## config.mk

```make
export PLATFORM = sky130hd
export DESIGN_NAME = canvas_writer_flat
export DESIGN_NICKNAME = d
export VERILOG_FILES = /design/src/rtl/canvas_pkg.sv /design/src/rtl/canvas_writer_if.sv /design/src/rtl/cell_addr_map.sv /design/src/rtl/canvas_writer.sv /design/src/flat_wrapper.sv
export SDC_FILE = /design/constraint.sdc
export NUM_CORES = 1
export LEC_CHECK = 0
export ABC_AREA = 1
export BUFFER_PORTS_ARGS = -buffer_cell sky130_fd_sc_hd__buf_2
export CAP_MARGIN = 30
export CORE_UTILIZATION = 40
export CTS_BUF_LIST = sky130_fd_sc_hd__clkbuf_4
export DETAILED_ROUTE_END_ITERATION = 12
export PLACE_DENSITY = 0.66
export SETUP_SLACK_MARGIN = 0.05
export SLEW_MARGIN = 25
export SYNTH_ARGS = -nofsm -noshare
export SYNTH_HDL_FRONTEND = slang
export SYNTH_SLANG_ARGS = --single-unit
```

## constraint.sdc

```tcl
create_clock -name clk -period 1.9 [get_ports clk]
set_clock_uncertainty 0.2 [all_clocks]
set_input_delay 0.19 -clock clk [delete_from_list [all_inputs] [get_ports clk]]
set_output_delay 0.19 -clock clk [all_outputs]
set_load 0.005 [all_outputs]
```

## src/rtl/canvas_pkg.sv

```systemverilog
// Grid geometry, cell-address type and writer state encoding shared by the
// canvas writer and the Game-of-Life engine.
package canvas_pkg;

    localparam int CELL_SHIFT = 3;
    localparam int GRID_W     = 80;
    localparam int GRID_H     = 60;
    localparam int GRID_CELLS = GRID_W * GRID_H;
    localparam int ADDR_W     = 13;

    typedef logic [ADDR_W-1:0] cell_addr_t;

    typedef enum logic [2:0] {
        IDLE      = 3'd0,
        DRAW_RD   = 3'd1,
        DRAW_WAIT = 3'd2,
        DRAW_WR   = 3'd3,
        CLEAR     = 3'd4
    } state_e;

    localparam cell_addr_t LAST_CELL = cell_addr_t'(GRID_CELLS - 1);

    function automatic logic is_last_cell(input cell_addr_t addr);
        return (addr == LAST_CELL);
    endfunction

endpackage

```

## src/rtl/canvas_writer_if.sv

```systemverilog
// Request and cell-RAM bus of the canvas writer; slave is the writer side,
// master is the drawing controller / RAM environment side.
interface canvas_writer_if;
    import canvas_pkg::*;

    logic       drawPixel;
    logic       clearCanvas;
    logic [9:0] drawX;
    logic [8:0] drawY;
    logic       mem_rdata;
    logic       mem_we;
    logic       mem_re;
    cell_addr_t mem_addr;
    logic       mem_wdata;
    logic       busy;
    logic       clear_done;
    logic [7:0] drop_cnt;

    modport slave (
        input  drawPixel, clearCanvas, drawX, drawY, mem_rdata,
        output mem_we, mem_re, mem_addr, mem_wdata, busy, clear_done, drop_cnt
    );

    modport master (
        output drawPixel, clearCanvas, drawX, drawY, mem_rdata,
        input  mem_we, mem_re, mem_addr, mem_wdata, busy, clear_done, drop_cnt
    );

endinterface

```

## src/rtl/cell_addr_map.sv

```systemverilog
// Pixel coordinate to Life-grid cell address; also used by the engine's
// display path, so it stays purely combinational.
module cell_addr_map
    import canvas_pkg::*;
(
    input  logic [9:0] draw_x_i,
    input  logic [8:0] draw_y_i,
    output cell_addr_t addr_o,
    output logic       in_range_o
);

    logic [9:0] cx_s;
    logic [8:0] cy_s;

    assign cx_s = draw_x_i >> CELL_SHIFT;
    assign cy_s = draw_y_i >> CELL_SHIFT;

    assign in_range_o = (cx_s < 10'(GRID_W)) && (cy_s < 9'(GRID_H));
    assign addr_o     = cell_addr_t'(cy_s) * cell_addr_t'(GRID_W) + cell_addr_t'(cx_s);

endmodule

```

## src/rtl/canvas_writer.sv

```systemverilog
// Turns draw/clear pulses into single-bit cell-RAM writes, with one queued draw.
// Build option: DRAW_TOGGLE_EN makes draws read-modify-write toggles.
module canvas_writer
    import canvas_pkg::*;
(
    input  logic           clk,
    input  logic           rst,
    canvas_writer_if.slave bus
);

`ifdef DRAW_TOGGLE_EN
    localparam state_e SERVE_ST = DRAW_RD;
`else
    localparam state_e SERVE_ST = DRAW_WR;
`endif

    state_e     state_q, state_d;
    cell_addr_t addr_q, addr_d;
    cell_addr_t sweep_q, sweep_d;
    logic       pend_draw_q, pend_draw_d;
    logic       keep_q, keep_d;
    logic       pend_clear_q, pend_clear_d;
    logic [7:0] drop_q, drop_d;
    logic       mem_we_q, mem_we_d;
    logic       mem_wdata_q, mem_wdata_d;
    cell_addr_t mem_addr_q, mem_addr_d;
    logic       busy_q, busy_d;
    logic       clear_done_q, clear_done_d;
`ifdef DRAW_TOGGLE_EN
    logic       mem_re_q, mem_re_d;
`endif

    cell_addr_t map_addr_s;
    cell_addr_t serve_addr_s;
    logic       in_range_s;
    logic       draw_ok_s;
    logic       draw_bad_s;
    logic       serve_s;
    logic       start_s;

    cell_addr_map u_map (
        .draw_x_i   (bus.drawX),
        .draw_y_i   (bus.drawY),
        .addr_o     (map_addr_s),
        .in_range_o (in_range_s)
    );

    assign draw_ok_s    = bus.drawPixel & in_range_s;
    assign draw_bad_s   = bus.drawPixel & ~in_range_s;
    assign serve_addr_s = draw_ok_s ? map_addr_s : addr_q;

    // Next-state, request capture and registered-output values.
    always_comb begin
        state_d      = state_q;
        addr_d       = addr_q;
        sweep_d      = sweep_q;
        pend_draw_d  = pend_draw_q;
        keep_d       = keep_q;
        pend_clear_d = pend_clear_q | bus.clearCanvas;
        drop_d       = drop_q;
        mem_we_d     = 1'b0;
        mem_wdata_d  = 1'b0;
        mem_addr_d   = '0;
        clear_done_d = 1'b0;
        serve_s      = 1'b0;
        start_s      = 1'b0;
`ifdef DRAW_TOGGLE_EN
        mem_re_d     = 1'b0;
`endif

        // keep_q marks a pending draw that must survive the next clear start:
        // it arrived together with the clear request or during a sweep.
        if (draw_ok_s) begin
            pend_draw_d = 1'b1;
            addr_d      = map_addr_s;
            keep_d      = bus.clearCanvas | (state_q == CLEAR);
        end else if (bus.clearCanvas && (state_q != CLEAR)) begin
            keep_d = 1'b0;
        end else begin
            keep_d = keep_q;
        end

        if (draw_bad_s && (drop_q != 8'hFF)) begin
            drop_d = drop_q + 8'd1;
        end else begin
            drop_d = drop_q;
        end

        case (state_q)
            IDLE, DRAW_WR: begin
                if (pend_clear_q) begin
                    start_s = 1'b1;
                end else if (bus.clearCanvas) begin
                    state_d = IDLE;
                end else if (draw_ok_s || pend_draw_q) begin
                    serve_s = 1'b1;
                end else begin
                    state_d = IDLE;
                end
            end
`ifdef DRAW_TOGGLE_EN
            DRAW_RD: begin
                state_d    = DRAW_WAIT;
                mem_addr_d = mem_addr_q;
            end
            DRAW_WAIT: begin
                state_d     = DRAW_WR;
                mem_we_d    = 1'b1;
                mem_addr_d  = mem_addr_q;
                mem_wdata_d = ~bus.mem_rdata;
            end
`endif
            CLEAR: begin
                pend_clear_d = 1'b0;
                if (bus.clearCanvas) begin
                    sweep_d    = '0;
                    mem_we_d   = 1'b1;
                    mem_addr_d = '0;
                end else if (is_last_cell(sweep_q)) begin
                    state_d      = IDLE;
                    clear_done_d = 1'b1;
                end else begin
                    sweep_d    = sweep_q + cell_addr_t'(1);
                    mem_we_d   = 1'b1;
                    mem_addr_d = sweep_q + cell_addr_t'(1);
                end
            end
            default: begin
                state_d = IDLE;
            end
        endcase

        if (start_s) begin
            state_d      = CLEAR;
            sweep_d      = '0;
            pend_clear_d = 1'b0;
            pend_draw_d  = pend_draw_q & keep_q;
            addr_d       = addr_q;
            mem_we_d     = 1'b1;
            mem_addr_d   = '0;
            mem_wdata_d  = 1'b0;
        end else if (serve_s) begin
            state_d     = SERVE_ST;
            pend_draw_d = 1'b0;
            mem_addr_d  = serve_addr_s;
`ifdef DRAW_TOGGLE_EN
            mem_re_d    = 1'b1;
`else
            mem_we_d    = 1'b1;
            mem_wdata_d = 1'b1;
`endif
        end else begin
            pend_draw_d = pend_draw_d;
        end

        busy_d = (state_d != IDLE);
    end

    // State, queued request and output registers.
    always_ff @(posedge clk) begin
        if (rst) begin
            state_q      <= IDLE;
            addr_q       <= '0;
            sweep_q      <= '0;
            pend_draw_q  <= 1'b0;
            keep_q       <= 1'b0;
            pend_clear_q <= 1'b0;
            drop_q       <= 8'd0;
            mem_we_q     <= 1'b0;
            mem_wdata_q  <= 1'b0;
            mem_addr_q   <= '0;
            busy_q       <= 1'b0;
            clear_done_q <= 1'b0;
`ifdef DRAW_TOGGLE_EN
            mem_re_q     <= 1'b0;
`endif
        end else begin
            state_q      <= state_d;
            addr_q       <= addr_d;
            sweep_q      <= sweep_d;
            pend_draw_q  <= pend_draw_d;
            keep_q       <= keep_d;
            pend_clear_q <= pend_clear_d;
            drop_q       <= drop_d;
            mem_we_q     <= mem_we_d;
            mem_wdata_q  <= mem_wdata_d;
            mem_addr_q   <= mem_addr_d;
            busy_q       <= busy_d;
            clear_done_q <= clear_done_d;
`ifdef DRAW_TOGGLE_EN
            mem_re_q     <= mem_re_d;
`endif
        end
    end

    assign bus.mem_we     = mem_we_q;
    assign bus.mem_wdata  = mem_wdata_q;
    assign bus.mem_addr   = mem_addr_q;
    assign bus.busy       = busy_q;
    assign bus.clear_done = clear_done_q;
    assign bus.drop_cnt   = drop_q;

`ifdef DRAW_TOGGLE_EN
    assign bus.mem_re = mem_re_q;
`else
    logic unused_rdata_s;
    assign unused_rdata_s = bus.mem_rdata;
    assign bus.mem_re     = 1'b0;
`endif

endmodule
```

## src/flat_wrapper.sv

```systemverilog
// flat-port wrapper written by rule: the top's interface ports become plain ports
module canvas_writer_flat import canvas_pkg::*;
  (clk, rst, bus_drawPixel, bus_clearCanvas, bus_drawX, bus_drawY, bus_mem_rdata, bus_mem_we, bus_mem_re, bus_mem_addr, bus_mem_wdata, bus_busy, bus_clear_done, bus_drop_cnt);
  canvas_writer_if bus_i ();
  input  logic clk;
  input  logic rst;
  input wire logic [$bits(bus_i.drawPixel)-1:0] bus_drawPixel;
  input wire logic [$bits(bus_i.clearCanvas)-1:0] bus_clearCanvas;
  input wire logic [$bits(bus_i.drawX)-1:0] bus_drawX;
  input wire logic [$bits(bus_i.drawY)-1:0] bus_drawY;
  input wire logic [$bits(bus_i.mem_rdata)-1:0] bus_mem_rdata;
  output wire logic [$bits(bus_i.mem_we)-1:0] bus_mem_we;
  output wire logic [$bits(bus_i.mem_re)-1:0] bus_mem_re;
  output wire logic [$bits(bus_i.mem_addr)-1:0] bus_mem_addr;
  output wire logic [$bits(bus_i.mem_wdata)-1:0] bus_mem_wdata;
  output wire logic [$bits(bus_i.busy)-1:0] bus_busy;
  output wire logic [$bits(bus_i.clear_done)-1:0] bus_clear_done;
  output wire logic [$bits(bus_i.drop_cnt)-1:0] bus_drop_cnt;
  assign bus_i.drawPixel = bus_drawPixel;
  assign bus_i.clearCanvas = bus_clearCanvas;
  assign bus_i.drawX = bus_drawX;
  assign bus_i.drawY = bus_drawY;
  assign bus_i.mem_rdata = bus_mem_rdata;
  assign bus_mem_we = bus_i.mem_we;
  assign bus_mem_re = bus_i.mem_re;
  assign bus_mem_addr = bus_i.mem_addr;
  assign bus_mem_wdata = bus_i.mem_wdata;
  assign bus_busy = bus_i.busy;
  assign bus_clear_done = bus_i.clear_done;
  assign bus_drop_cnt = bus_i.drop_cnt;
  canvas_writer u_core (.clk(clk), .rst(rst), .bus(bus_i));
endmodule
```

==> results.md <==
- Worst Path Max Fanout: 3
- Tmin final: 1.83 ns
- Routability cong.: 0.838
- Post-synth EDFFs: 0
- Antenna Cells: 0
- CTS root buffer: clkbuf_4
- Most frequent cells in the layout: 90 x nand2_1, 55 x dfxtp_1, 41 x inv_1
- Post-synth top flop: dfxtp_1
- Detail Placement HPWL: 5.13 mm
- Pwr Density: 741 mW/mm2
- Simple-gate share of the synthesized area: 0.299
- DP Cell Count: 568
- Clk sink count: 57
- Arr. time, crit path: 1.94 ns
- Run status: completed
- Area contributors post-synth: dfxtp_1 38%, nand2_1 13%, nand3_1 5.9%, o21ai_0 5.6%, inv_1 5.4%
- Slew Viols, Final: 0
- Hold_sp: bus_drawX[7]
- Largest net degree at the start of global routing: 25
- Layout area overhead: 34.8%
- Critical Path RT: 2.01 ns
- Yosys reg bits: 57
- First DRT Iteration DRCs: 94
- Seq/Total Area, Yosys: 0.376
- Worst setup startpoint: bus_drawY[4]
- Max Cap Viol: 0
- GRT Total Usage: 0.195
- Commonest non-fill, non-tap cell in the layout: nand2_1
- Vias in the first global route: 2664
- Setup-failing EPs final: 0
- Hold path depth: 6
- R2R depth: 9
- Non-Filler Instances: 599
- Fmax: 547 MHz
- Standard-cell rows: 31
- DRT Pass-1 Iters: 4
- Clock-pin slew on the worst setup and hold paths: 0.11 ns
- Post-synthesis net count: 451
- Vias: 2962
- Final Hold Fails: 0
- Avg Inst Size Synth: 7.37 um2
- First-pass GRT wire length: 11.9 mm
- CP Class: input pin to flop
- CP Launch Type: input pin
- Worst IR drop on VDD: 0.503 mV
- Antenna violations before repair: 0
- Met3 Usage GRT: 0.0443
- DRC viols: 0
- H-tree level count: 3
- Largest family of logic cells by synthesized area: simple AND/OR/NAND/NOR gates
- Skew-Pair Late Insertion Delay: 0.41 ns
- Reg area: 0.00114 mm2
- Most Crowded Layer GR: met2
- Die extent in x: 89.2 um
- Nets: 534
- Clock buffer depth: 2
- Worst hold path type: input pin to flop
- R2R Path End: u_core.sweep_q[5]
- WL per Instance: 12.5 um
- Met2 usage: 0.326
- P_leak: 0.00185 uW
- Compound-Gate Fraction of Synth Area: 0.152
- Period Utilization, post-route: 0.962
- Post-synthesis mux area share: 0
- Buffers on Ports: 41
- Total die area: 0.00795 mm2
- Async SR Flop Fraction: 0
- Crit end category: flop
- RSZ-0062 raised after global routing: true
- Synthesized instance count: 412
- Post-Synth XOR/XNOR Area: 0.0202
- Initial Utilization: 0.417
- DR vias/cell: 4.94
- Unique cell type count in the Yosys netlist: 35
- Hold Path End: u_core.bus.mem_addr[4]
- Post-synthesis adder-cell area fraction: 0.0667
- Synth Cell Area: 0.00304 mm2
- Synth warn: 0
- Layout cells sized above 1: 0.336
- Cts bufs inserted: 9
- GRT overflow: 0
- CORE AREA: 0.00729 mm2
- Met1 GRT Util: 0.242
- CTS tree: done
- Internal reg-to-reg setup slack: 0.09 ns
- I/O Pins: 50
- DRT Wirelength: 7.47 mm
- Die Height: 89.2 um
- Reg-to-Reg Start: u_core.sweep_q[0]
- Final hold slack: 0.119 ns
- Cell taking the most area after synthesis: dfxtp_1
- Filler cell count: 701
- Area of the multi-input gates: 0.00191 mm2
- Yosys top cell area share: 0.376
- DRT antenna net count: 0
[state kept, by name, indices dropped and copies added, names as in the netlist]
register and flops:
u_core.sweep_q 13, u_core.state_q 3, u_core.addr_q 13, u_core.bus.mem_wdata 1, u_core.pend_draw_q 1, u_core.bus.drop_cnt 8, u_core.bus.clear_done 1, u_core.bus.busy 1
u_core.keep_q 1, u_core.bus.mem_we 1, u_core.bus.mem_addr 13, u_core.pend_clear_q 1
[cells by family (layout without fill, tap and decap cells)]
logic type | count (synthesis) | count (layout)
other cells | 1 | 1
xor+xnor | 7 | 7
flops | 57 | 57
buf+inv | 60 | 146
simple gates | 193 | 195
fa+ha+maj | 15 | 15
compound gates | 79 | 79
[final cells by class]
cell class,instances,share of cell area
Timing Repair Buffer,83,0.142
Inverter,47,0.0431
Multi-Input combinational cell,297,0.465
Clock buffer,11,0.0202
Clock inverter,5,0.0196
Sequential cell,57,0.279
Tap cell,99,0.0302
[Yosys cell counts, types with 4 or more instances]
library cell,count
nand2_1,102
dfxtp_1,57
inv_1,44
nand3_1,36
o21ai_0,34
nor2_1,23
a21oi_1,19
ha_1,13
a21oi_2,8
nand4_1,8
o21bai_1,7
o211ai_1,6
clkbuf_1,5
buf_4,4
nand2_2,4
xnor2_1,4
[layer usage]
layer	vias up	wire [um]
li1	1529	-
met1	1356	3340
met2	62	3660
met3	15	311
met4	0	153
met5	-	0
[repair_timing]
action,in CTS,in global routing
buffers inserted,1,5
hold buffers,7,0
resized for setup,3,52
setup endpoints to repair,23,42
cloned,0,2
pin swaps,1,33
endpoints found under the hold margin,20,0
[how the worst max path moves through the flow]
stage / to / depth (start not counted) / slack [ns]
4_1_cts: u_core.bus.mem_addr[8] / 9 / 0.02
2_1_floorplan: u_core.addr_q[9] / 12 / -0.08
3_3_place_gp: u_core.addr_q[9] / 13 / -0.29
5_1_grt: u_core.sweep_q[7] / 9 / -0.02
3_5_place_dp: u_core.addr_q[9] / 13 / -0.35
6_report: u_core.addr_q[9] / 13 / 0.07
[worst max-delay path, cell delays in order]
cell	delay [ns]
buf_6	0.10
ha_4	0.26
ha_4	0.13
inv_2	0.03
fa_2	0.36
xnor2_2	0.22
nand2_1	0.12
nor2_4	0.15
nor2_2	0.05
o21ai_1	0.08
nand2_1	0.08
o21bai_1	0.13
inv_1	0.05
[through the flow]
stage | setup slack, ns | TNS (ns) | util | cell area (um2) | power (uW)
CTS | 0.0211 | 0 | 0.525 | 3830 | 2980
detailed placement | -0.351 | -3.91 | 0.490 | 3570 | 1950
finish | 0.0729 | 0 | 0.562 | 4100 | 3030
global route | -0.0239 | -0.104 | 0.562 | 4100 | 3200
floorplan | -0.0850 | -0.243 | - | 3100 | 1760
global placement | -0.292 | -2.85 | 0.490 | 3570 | 1930
[power by group]
part	leakage [uW]	total (uW)	internal, uW	switching, uW
Clock	0.0000831	1040	561	475
Sequential	0.000465	1310	1270	34.7
Combinational	0.00130	692	294	398
Total	0.00185	3030	2130	907
(Power assumes the default switching activity.)
